<file path="src/rtl/lc3b_types.sv">
// Shared LC-3b datapath types and default sizing constants.
package lc3b_types;

  localparam int unsigned LC3B_WIDTH   = 16;
  localparam int unsigned LC3B_NREGS   = 8;
  localparam int unsigned LC3B_AW      = $clog2(LC3B_NREGS);
  localparam int unsigned LC3B_MAXPEND = 3;
  localparam int unsigned LC3B_CW      = $clog2(LC3B_MAXPEND + 1);

  typedef logic [LC3B_AW-1:0] lc3b_reg;
  typedef logic [LC3B_CW-1:0] lc3b_sb_count;

endpackage

</file>
<file path="src/rtl/sb_counter.sv">
// Per-register scoreboard counter: tracks in-flight writes to one register.
// Increments on issue, decrements on writeback, holds when both or neither
// occur. Saturates at MAXPEND and at zero; a lone decrement at zero is flagged.
module sb_counter
  import lc3b_types::*;
#(
  parameter int unsigned MAXPEND = LC3B_MAXPEND,
  parameter int unsigned CW      = $clog2(MAXPEND + 1)
) (
  input  logic          clk,
  input  logic          rst_n,
  input  logic          i_inc,
  input  logic          i_dec,
  input  logic          i_stall,
  output logic [CW-1:0] o_count,
  output logic          o_underflow
);

  logic [CW-1:0] r_count;

  // Underflow: a retire with nothing pending and no same-cycle issue.
  assign o_underflow = i_dec && !i_inc && !i_stall && (r_count == '0);
  assign o_count     = r_count;

  // Pending-write count update; frozen while the pipeline is stalled.
  always_ff @(posedge clk or negedge rst_n) begin
    if (!rst_n) begin
      r_count <= '0;
    end else if (!i_stall) begin
      if (i_inc && !i_dec && (r_count != CW'(MAXPEND))) begin
        r_count <= r_count + 1'b1;
      end else if (i_dec && !i_inc && (r_count != '0)) begin
        r_count <= r_count - 1'b1;
      end
    end
  end

endmodule

</file>
<file path="src/rtl/regfile_sb_bypass.sv">
// Decode-stage register file with NRD combinational read ports, one writeback
// port, write-to-read bypass, and a per-register scoreboard of in-flight writes
// that drives read-hazard and issue-ready indications.
module regfile_sb_bypass
  import lc3b_types::*;
#(
  parameter int unsigned WIDTH   = LC3B_WIDTH,
  parameter int unsigned NREGS   = LC3B_NREGS,
  parameter int unsigned NRD     = 2,
  parameter int unsigned MAXPEND = LC3B_MAXPEND,
  localparam int unsigned AW     = $clog2(NREGS),
  localparam int unsigned CW     = $clog2(MAXPEND + 1)
) (
  input  logic                 clk,
  input  logic                 rst_n,
  input  logic                 stall,
  input  logic [NRD*AW-1:0]    rd_addr,
  output logic [NRD*WIDTH-1:0] rd_data,
  output logic [NRD-1:0]       rd_hazard,
  input  logic                 issue_valid,
  input  logic [AW-1:0]        issue_dest,
  output logic                 issue_ready,
  input  logic                 wb_load,
  input  logic [AW-1:0]        wb_dest,
  input  logic [WIDTH-1:0]     wb_data,
  output logic                 sb_err
);

  localparam bit POW2 = (NREGS == (1 << AW));

  function automatic logic addr_ok(input logic [AW-1:0] a);
    return POW2 ? 1'b1 : (int'(a) < int'(NREGS));
  endfunction

  logic [WIDTH-1:0] r_regs [NREGS];
  logic             r_sb_err;

  logic             w_wb_eff;
  logic             w_wb_we;
  logic             w_iss_eff;
  logic             w_ovf;
  logic [NREGS-1:0] w_inc;
  logic [NREGS-1:0] w_dec;
  logic [NREGS-1:0] w_underflow;
  logic [CW-1:0]    w_count [NREGS];
  logic [CW-1:0]    w_eff   [NREGS];

  // rst_n also gates the writeback strobe so a held reset shows zero on every
  // read port even if the writeback bus is active.
  assign w_wb_eff  = wb_load && !stall && rst_n;
  assign w_wb_we   = w_wb_eff && addr_ok(wb_dest);
  assign w_iss_eff = issue_valid && issue_ready && !stall;
  assign w_ovf     = issue_valid && !issue_ready && !stall;

  // Readiness uses effective counts only, never the issue being decided.
  assign issue_ready = !addr_ok(issue_dest) || (w_eff[issue_dest] < CW'(MAXPEND));
  assign sb_err      = r_sb_err;

  // Architectural register array write.
  always_ff @(posedge clk or negedge rst_n) begin
    if (!rst_n) begin
      for (int unsigned i = 0; i < NREGS; i++) begin
        r_regs[i] <= '0;
      end
    end else if (w_wb_we) begin
      r_regs[wb_dest] <= wb_data;
    end
  end

  // Sticky scoreboard error: underflow on any register or a blocked issue.
  always_ff @(posedge clk or negedge rst_n) begin
    if (!rst_n) begin
      r_sb_err <= 1'b0;
    end else if (!stall && ((|w_underflow) || w_ovf)) begin
      r_sb_err <= 1'b1;
    end
  end

  for (genvar r = 0; r < NREGS; r++) begin : g_sb
    assign w_inc[r] = w_iss_eff && (issue_dest == AW'(r));
    assign w_dec[r] = w_wb_eff  && (wb_dest    == AW'(r));

    sb_counter #(
      .MAXPEND (MAXPEND),
      .CW      (CW)
    ) u_cnt (
      .clk         (clk),
      .rst_n       (rst_n),
      .i_inc       (w_inc[r]),
      .i_dec       (w_dec[r]),
      .i_stall     (stall),
      .o_count     (w_count[r]),
      .o_underflow (w_underflow[r])
    );

    // A write retiring this cycle no longer counts as pending.
    assign w_eff[r] = (w_dec[r] && (w_count[r] != '0)) ? (w_count[r] - 1'b1) : w_count[r];
  end

  for (genvar p = 0; p < NRD; p++) begin : g_rd
    logic [AW-1:0]    w_addr;
    logic             w_ok;
    logic             w_byp;
    logic [WIDTH-1:0] w_data;

    assign w_addr = rd_addr[p*AW +: AW];
    assign w_ok   = addr_ok(w_addr);
    assign w_byp  = w_wb_eff && w_ok && (wb_dest == w_addr);
    assign w_data = !w_ok ? '0 : (w_byp ? wb_data : r_regs[w_addr]);

    assign rd_data[p*WIDTH +: WIDTH] = w_data;
    assign rd_hazard[p]              = w_ok && (w_eff[w_addr] != '0);
  end

endmodule

</file>
<file path="config.mk">
export PLATFORM = sky130hd
export DESIGN_NAME = regfile_sb_bypass
export DESIGN_NICKNAME = d
export VERILOG_FILES = /design/src/rtl/lc3b_types.sv /design/src/rtl/sb_counter.sv /design/src/rtl/regfile_sb_bypass.sv
export SDC_FILE = /design/constraint.sdc
export NUM_CORES = 1
export LEC_CHECK = 0
export CAP_MARGIN = 40
export CORE_MARGIN = 1
export CORE_UTILIZATION = 25
export CTS_BUF_LIST = sky130_fd_sc_hd__clkbuf_2 sky130_fd_sc_hd__clkbuf_4 sky130_fd_sc_hd__clkbuf_8
export CTS_CLUSTER_DIAMETER = 50
export DETAILED_ROUTE_END_ITERATION = 6
export HOLD_SLACK_MARGIN = 0.12
export PLACE_DENSITY = 0.47
export SLEW_MARGIN = 10
export SYNTH_ARGS = -nofsm -noshare
export SYNTH_HDL_FRONTEND = slang
export SYNTH_SLANG_ARGS = --single-unit
</file>
<file path="constraint.sdc">
create_clock -name clk -period 4 [get_ports clk]
set_input_delay 1 -clock clk [delete_from_list [all_inputs] [get_ports clk]]
set_output_delay 1 -clock clk [all_outputs]
set_load 0.1 [all_outputs]
</file>
==> results of run 1 <==
-- final timing paths --
| kind | from | endpoint | slack [ns] | cells after the start |
|---|---|---|---|---|
| max | wb_dest[2] | issue_ready | -0.005 | 7 |
| min | rst_n | sb_err | 0.30 | 1 |
| max reg2reg | g_sb[2].u_cnt.o_count[0] | g_sb[3].u_cnt.o_count[0] | 0.86 | 12 |
| min reg2reg | r_regs[83] | r_regs[83] | 0.50 | 2 |
| max in group asynchronous | rst_n | r_regs[42] | 2.13 | 4 |
| min in group clk | r_regs[83] | r_regs[83] | 0.50 | 2 |
-- critical path, cell delays in order --
cell     delay (ns)
buf_2          0.14
or3b_1         0.38
or4_1          0.40
o311a_1        0.15
or4_4          0.51
o22a_4         0.24
buf_12         0.16
-- Yosys cell counts, types with 3 or more instances --
master / instances
nand2_1: 205
dfrtp_1: 145
mux2_2: 80
mux4_2: 68
clkbuf_1: 46
o21ai_0: 45
mux2i_1: 34
inv_1: 25
nor2_1: 21
ha_1: 16
nor3_1: 15
a21oi_1: 14
buf_1: 13
xnor2_1: 8
nand3_1: 6
nor2b_1: 6
nor3b_1: 6
xor2_1: 6
o211ai_1: 5
o31ai_1: 5
a211o_1: 4
a31oi_1: 4
nand3b_1: 4
nor4_1: 4
o311a_1: 4
a211oi_1: 3
buf_2: 3
nand2b_1: 3
o21a_1: 3
-- per-stage QoR --
| stage | cells | worst slack, ns |
|---|---|---|
| after CTS | 1444 | -0.00254 |
| after floorplan | 850 | -0.136 |
| final | 1453 | -0.00518 |
| after global placement | 1406 | -0.442 |
| after detailed placement | 1408 | -0.451 |
| after global routing | 1453 | -0.0265 |
-- cell families after synthesis --
logic type,synth area share
AOI/OAI and AO/OA,0.0820
xor gates and xnor gates,0.0134
and+or+nand+nor,0.144
adders and majority gates,0.0219
muxes,0.304
DFF,0.397
buffers and inverters,0.0382
-- layer usage --
metal  track usage  up-vias  part of all wire
met5             0        -                 0
met4        0.0502        0             0.022
met3        0.0250       36             0.035
met1         0.211     3658              0.45
li1              -     3339                 -
met2         0.258      163              0.49
-- where the power goes --
group,total [mW],leakage [nW],switching [mW],internal (mW)
Combinational,2.96,3.24,1.65,1.31
Clock,1.19,0.189,0.672,0.518
Sequential,2.05,1.86,0.262,1.79
Total,6.20,5.28,2.59,3.61
-- state kept, by name, indices dropped and copies added, names as in the netlist --
signal and cells:
g_sb.u_cnt.o_count 16, sb_err 1, r_regs 128
-- final cells by class --
cell class | count | area, um^2 | share of cell area
inverters | 25 | 93.8 | 0.00766
clock buffers | 17 | 234 | 0.0191
well taps | 461 | 577 | 0.0471
repair buffers | 174 | 1910 | 0.156
multi-input cells | 616 | 5640 | 0.460
flip-flops and latches | 145 | 3630 | 0.297
clock inverters | 15 | 163 | 0.0133
-- timing repair --
| item | in CTS | in global routing |
|---|---|---|
| setup endpoints to repair | 19 | 7 |
| pin swaps | 7 | 5 |
| gates resized for setup | 35 | 5 |
| buffers inserted | 4 | 9 |
==> flow_summary.toml, run 1 <==
[synthesis]
ys_ff_latch = 145
synth-seq-area-share = 0.397
synthesis.area_mm2 = 0.00914
syn_nets = 899
yosys_warnings = 0
syn_avg_cell_area_um2 = 10.7
synth_top_flop_cell = "dfrtp_1"
synth_top_area_frac = 0.397
yosys-top-cells-area = "dfrtp_1 (40%), mux4_2 (17%), mux2_2 (9.9%), nand2_1 (8.4%), mux2i_1 (3.7%)"
async_reset_ff_frac = 1.00
synth_edf_count = 0
syn-instance-count = 850
synth_top_area_cell = "dfrtp_1"
yosys.cell_types.count = 69

[sta]
fin_crit_sh = 1.00
finalMaxSlewViolations = 0
fin_skew_ns = 0.0143
post-route-min-period_ns = 4.01
worst_pin_slew_ns = 0.811
finalHoldViolCount = 0
relSlewSlack = 0.459
whs_ns = 0.302
fmax_mhz = 250
tns_ns = -0.00518
setup_violations = 1
fin_ws_ns = -0.00518
rsz0062_at_grt = "true"

[routing]
first_pass_iters = 7
drc_errors = 0
via_count = 7196
post_drt_wl_per_cell_um = 19.3
vias_per_cell = 4.95
antenna_left = 0
wirelength_um = 28000
drt_iter0_markers = 485

[placed_design]
gp_congestion = 0.915
placed_area_mm2 = 0.0117
dp_hpwl_um = 19400
portBuffers = 68

[clock_network]
cts_tree = "done"
cts_root_buf = "clkbuf_8"
htreeDepth = 4
clkTransAtPathRegs_ns = 0.10
clkSinkCount = 145
clockBufferDepth = 2
clock_latency_ns = 0.47
cts_made_buffers = 17
hold_buffers = 0

[critical_path]
cp-end-kind = "output port"
cp_max_fo = 5
crit_path_start_kind = "primary input"
path_class = "in2out"
cp.arrival_ns = 3.01
crit_required_ns = 3.00

[finish]
layout_commonest_cell = "nand2_1"
drive_gt1_frac = 0.401
finish.utilization = 0.343
areaGrowthSynthToFinish_pct = 34.1
final_cell_mix = "nand2_1 (205), dfrtp_1 (143), buf_4 (96), mux2_2 (80), mux4_2 (68)"
fill_cells = 3597
post-route-cell-area_mm2 = 0.0122
nNetsFinal = 1028
diodes = 0

[power]
ir_drop_mv = 0.180
leakagePower_nw = 5.28
power.density_mw_per_mm2 = 506
power.total_mw = 6.20

[global_routing]
grt_pass1_wl_um = 43700
grt_pass1_vias = 7169
track_usage = 0.157
antenna_found_initial = 0
grt-ovfl-total = 0
grt_max_degree = 63

[flow_run]
maxCapViolations = 0

[hold_path]
hold_class = "in2async"

[die]
rows = 69
dieArea_mm2 = 0.0373
die_y_um = 193
die_w_um = 193
io_pins = 69
initial_utilization = 0.256
core_area_mm2 = 0.0357

[outcome]
violations = "setup timing"
status = "finished, violations left"
Note: power is estimated with default switching activity, not from simulation.
==> run 2: changes to the inputs <==
- CORE_ASPECT_RATIO: not set -> 0.8
- SYNTH_HIERARCHICAL: not set -> 1
==> run 2 against run 1 <==
- wire length is 1.5% higher
- setup slack got worse by 0.10 ns
- clock power grew 15%
- synthesized area is 0.12% lower
- global-route usage rose by 0.14 points
- the run still ends with setup timing left
- hold slack better by 0.20 ns
- die area decreased by 0.11%
- maximum frequency fell by 2.5%
- critical path type unchanged
- synthesized cell count grew 2.7%
- non-clock buffer count is 9 lower
- critical endpoint unchanged
- sequential power is 2% lower
==> flow_summary.toml, run 2 <==
[critical_path]
cp-end-kind = "output port"
path_class = "in2out"
cp_max_fo = 4
critical_path.cell_chain = "buf_6 -> nand4bb_4 -> or3_4 -> mux2_4 -> mux4_2 -> a2111oi_4 -> buf_4 -> nor2_4 -> buf_12"
crit_path_start_kind = "primary input"
cp.arrival_ns = 3.11
crit_required_ns = 3.00
slowest_delay_ns = 0.50
slowest_stage = "mux4_2"
cp.buffers_inverters = 3
crit_family = "multiplexers"

[sta]
tns_ns = -0.181
fmax_mhz = 243
post-route-min-period_ns = 4.11
finalMaxSlewViolations = 0
fin_crit_sh = 1.03
worst_pin_slew_ns = 0.749
finalHoldViolCount = 0
fin_skew_ns = 0.0194
setup_violations = 3
whs_ns = 0.500
relSlewSlack = 0.500
rsz0062_at_grt = "true"
fin_ws_ns = -0.109

[global_routing]
grt_pass1_vias = 7250
antenna_found_initial = 1
grt_pass1_wl_um = 44500
track_usage = 0.158
grt_max_degree = 58
grt-ovfl-total = 0

[synthesis]
syn_avg_cell_area_um2 = 10.5
yosys_warnings = 6
synthesis.area_mm2 = 0.00912
syn_nets = 914
yosys.cell_types.count = 49
syn-instance-count = 873
synth_top_area_frac = 0.398
synth.most_common_cell = "nand2_1"
ys_ff_latch = 145
synth-seq-area-share = 0.398
synth_common_cells = "nand2_1 (244), dfrtp_1 (145), mux4_2 (69)"
synth_top_flop_cell = "dfrtp_1"
synth_top_area_cell = "dfrtp_1"
yosys-top-cells-area = "dfrtp_1 (40%), mux4_2 (17%), nand2_1 (10%), mux2_2 (8.0%), mux2i_1 (4.1%)"
synth_edf_count = 0
async_reset_ff_frac = 1.00

[routing]
drt_iter0_markers = 431
first_pass_iters = 4
post_drt_wl_per_cell_um = 19.2
via_count = 7218
drc_errors = 0
antenna_left = 0
wirelength_um = 28400
vias_per_cell = 4.86

[clock_network]
cts_tree = "done"
htreeDepth = 4
clkSinkCount = 145
clock_latency_ns = 0.47
cts_made_buffers = 17
clockBufferDepth = 2
cts_root_buf = "clkbuf_8"
hold_buffers = 0
clkTransAtPathRegs_ns = 0.07

[placed_design]
gp_congestion = 0.795
dp_slack_ns = -0.619
dp_hpwl_um = 19100
placed_area_mm2 = 0.0117
portBuffers = 68

[die]
dieArea_mm2 = 0.0373
die_w_um = 216
rows = 62
io_pins = 69
die_y_um = 173
core_area_mm2 = 0.0359
initial_utilization = 0.254

[finish]
drive_gt1_frac = 0.379
post-route-cell-area_mm2 = 0.0123
layout_commonest_cell = "nand2_1"
areaGrowthSynthToFinish_pct = 34.4
max_flop_register = "r_regs"
nNetsFinal = 1032
diodes = 0
largest_reg_flops = 128
final_cell_mix = "nand2_1 (244), dfrtp_1 (144), buf_4 (85), mux4_2 (69), mux2_2 (65)"

[power]
power_frac_clock = 0.240
p_switching_mw = 2.19
power.density_mw_per_mm2 = 466
ir_drop_mv = 0.328
internal_power_mw = 3.53
seq_power_share = 0.349
power.total_mw = 5.72
leakagePower_nw = 5.35
power_frac_comb = 0.411
switching_share = 0.382

[flow_run]
maxCapViolations = 0

[outcome]
violations = "setup timing"
status = "finished, violations left"

[hold_path]
hold_class = "reg2reg"
==> run 2: through the flow <==
| step | instances | util |
|---|---|---|
| 3_5_place_dp | 1447 | 0.326 |
| 6_report | 1484 | 0.341 |
| 5_1_grt | 1484 | 0.341 |
| 2_1_floorplan | 873 | - |
| 4_1_cts | 1484 | 0.341 |
| 3_3_place_gp | 1446 | 0.325 |
==> run 2: final timing paths <==
check / start / slack (ns) / cells after the start / end
worst max-delay path: wb_dest[2] / -0.11 / 9 / issue_ready
worst min-delay path: r_regs[102] / 0.50 / 2 / r_regs[102]
worst max register to register: g_sb[0].u_cnt/o_count[0] / 0.35 / 16 / sb_err
worst min register to register: r_regs[102] / 0.50 / 2 / r_regs[102]
max in group asynchronous: rst_n / 2.15 / 3 / r_regs[20]
min in group asynchronous: rst_n / 0.62 / 2 / g_sb[1].u_cnt/o_count[1]
==> run 2: cell families (layout without fill, tap and decap cells) <==
group                    count (synthesis)  count (layout)  synth area share
AND/OR/NAND/NOR                        342             342             0.171
adder cells (fa/ha/maj)                  8               8            0.0110
buffers and inverters                   89             220            0.0377
AO/OA/AOI/OAI                          106             106            0.0789
XOR/XNOR                                11              11            0.0106
multiplexers                           172             172             0.293
flip-flops                             145             145             0.398
==> run 2: power by group through the flow <==
stage | combinational (mW) | clock, mW | sequential (mW)
global route | 2.49 | 1.47 | 2.05
global placement | 2.32 | 0 | 2.01
finish | 2.35 | 1.37 | 2.00
CTS | 2.37 | 1.41 | 1.99
detailed placement | 2.35 | 0 | 2.02
floorplan | 1.59 | 0 | 1.97
==> run 2: repair_timing <==
action,4_1_cts,5_1_grt
pin swaps,6,3
endpoints found under the setup margin,34,4
resized for setup,34,5
buffers inserted,5,0
==> run 2: per-layer routing <==
layer	vias up	global-route usage	share of wire
li1	3350	-	-
met1	3692	0.230	0.49
met2	149	0.239	0.45
met3	25	0.0334	0.043
met4	2	0.0378	0.014
met5	-	0	0.00046
==> run 2: final cells by class <==
class / instances / area [um^2]
Clock buffer: 21 / 289
Clock inverter: 11 / 175
Fill cell: 3597 / 23700
Inverter: 23 / 86.3
Multi-Input combinational cell: 639 / 5630
Sequential cell: 145 / 3630
Tap cell: 480 / 601
Timing Repair Buffer: 165 / 1840
==> run 2: worst register-to-register path: stages, from the launching register on <==
cell       delay, ns
dfrtp_1         0.38
inv_1           0.09
ha_1            0.23
or4_4           0.58
a2111oi_2       0.37
buf_4           0.18
a2111oi_4       0.05
buf_4           0.15
nor4b_1         0.56
buf_4           0.22
nand2b_1        0.11
nor4_1          0.06
buf_4           0.16
nor2_1          0.09
nand3_1         0.10
a31oi_1         0.16
a21oi_1         0.08
==> run 3: changes to the inputs <==
- CAP_MARGIN: 40 -> 5
- RECOVER_POWER: not set -> 50
- REMOVE_ABC_BUFFERS: not set -> 1
==> run 3 against run 2 <==
- the flow finishes with violations (capacitance limit, slew limit, setup timing)
- clock skew is 0.0076 ns lower
- critical path depth is 1 lower
- combinational power fell by 4%
- setup slack gained 0.040 ns
- global-route usage fell by 0.18 points
- highest routed layer is now met4
==> flow_summary.toml, run 3 (synthesis gave the netlist of run 2 again) <==
[routing]
drc_errors = 0
wirelength_um = 28100
via_count = 7119
post_drt_wl_per_cell_um = 18.9
drt_iter0_markers = 574
vias_per_cell = 4.81
antenna_left = 0
first_pass_iters = 5

[placed_design]
portBuffers = 68
gp_congestion = 0.840
dp_hpwl_um = 18800

[sta]
fin_skew_ns = 0.0118
fin_ws_ns = -0.0689
worst_pin_slew_ns = 2.74
rsz0062_at_grt = "true"
relSlewSlack = -0.828
finalMaxSlewViolations = 94
fin_crit_sh = 1.02
fmax_mhz = 246
post-route-min-period_ns = 4.07
tns_ns = -0.0689
finalHoldViolCount = 0
setup_violations = 1

[outcome]
status = "finished, violations left"
violations = "capacitance limit, slew limit, setup timing"

[finish]
areaGrowthSynthToFinish_pct = 29.7
largest_reg_flops = 128
fill_cells = 3624
nNetsFinal = 1029
layout_commonest_cell = "nand2_1"
diodes = 0
final_cell_mix = "nand2_1 (244), dfrtp_1 (145), buf_4 (82), mux4_2 (69), mux2_2 (65)"
max_flop_register = "r_regs"
drive_gt1_frac = 0.342

[critical_path]
crit_required_ns = 3.00
cp-end-kind = "output port"
path_class = "in2out"
crit_path_start_kind = "primary input"
cp_max_fo = 4
cp.arrival_ns = 3.07

[power]
ir_drop_mv = 0.215
power.density_mw_per_mm2 = 481
power_frac_comb = 0.395
switching_share = 0.373
internal_power_mw = 3.57
p_switching_mw = 2.12
power_frac_clock = 0.253
seq_power_share = 0.352
power.total_mw = 5.69
leakagePower_nw = 5.22

[clock_network]
clkTransAtPathRegs_ns = 0.08
clock_latency_ns = 0.46
cts_made_buffers = 17
clockBufferDepth = 2
cts_tree = "done"
cts_root_buf = "clkbuf_8"
hold_buffers = 0
htreeDepth = 4
clkSinkCount = 145

[die]
die_w_um = 216
dieArea_mm2 = 0.0373
initial_utilization = 0.254
rows = 62
io_pins = 69
core_area_mm2 = 0.0359
die_y_um = 173

[global_routing]
grt-ovfl-total = 0
track_usage = 0.157
antenna_found_initial = 0
grt_pass1_vias = 7210
grt_pass1_wl_um = 44000
grt_max_degree = 55

[hold_path]
hold_class = "reg2reg"

[flow_run]
maxCapViolations = 2
[run 3: power by group through the flow]
stage	Sequential (mW)	Combinational [mW]	Clock, mW
after detailed placement	2.02	2.25	0
after global placement	2.01	2.24	0
after floorplan	1.97	1.41	0
after global routing	2.05	2.39	1.53
final	2.00	2.25	1.44
after CTS	2.00	2.27	1.47
[run 3: metal layers]
metal / part of all wire / up-vias / GRT usage / wire length (um)
li1: - / 3338 / - / -
met4: 0.022 / 0 / 0.0520 / 612
met2: 0.47 / 168 / 0.249 / 13200
met3: 0.045 / 30 / 0.0325 / 1270
met1: 0.46 / 3583 / 0.212 / 13000
met5: 0 / - / 0 / 0
[run 3: critical path, cell delays in order]
cell       delay, ns
buf_6           0.09
nand4bb_4       0.24
or3_4           0.40
mux2_4          0.30
mux4_2          0.50
a2111oi_4       0.25
nor2_2          0.10
buf_12          0.18
[run 3: metrics by stage]
stage | hold WS, ns | std cells | area [um^2] | setup WS, ns | util
3_3_place_gp | 0.476 | 1447 | 11200 | -0.557 | 0.313
3_5_place_dp | 0.480 | 1447 | 11200 | -0.615 | 0.313
6_report | 0.500 | 1481 | 11800 | -0.0689 | 0.329
4_1_cts | 0.503 | 1480 | 11800 | -0.177 | 0.330
2_1_floorplan | 0.457 | 807 | 8870 | -2.17 | -
5_1_grt | 0.526 | 1481 | 11800 | -0.146 | 0.329
[run 3: timing repair]
action,4_1_cts,5_1_grt
resized for setup,36,5
buffers inserted,2,1
setup endpoints to repair,29,18
pin swaps,5,4
[run 3: path summary, 6_finish.rpt]
path	from	depth (start not counted)	end	slack [ns]
worst max register to register	g_sb[0].u_cnt/o_count[0]	14	sb_err	0.40
worst max-delay path	wb_dest[2]	8	issue_ready	-0.07
min in group asynchronous	rst_n	2	g_sb[3].u_cnt/o_count[1]	1.48
worst min register to register	r_regs[88]	2	r_regs[88]	0.50
worst min-delay path	r_regs[88]	2	r_regs[88]	0.50
max in group asynchronous	rst_n	3	r_regs[2]	0.52
[run 3: layout make-up]
class | count | area [um^2] | share of cell area
Clock inverter | 8 | 173 | 0.0146
Multi-Input combinational cell | 639 | 5260 | 0.445
Timing Repair Buffer | 162 | 1770 | 0.149
Tap cell | 480 | 601 | 0.0508
Sequential cell | 145 | 3630 | 0.307
Clock buffer | 24 | 318 | 0.0269
Inverter | 23 | 86.3 | 0.00730
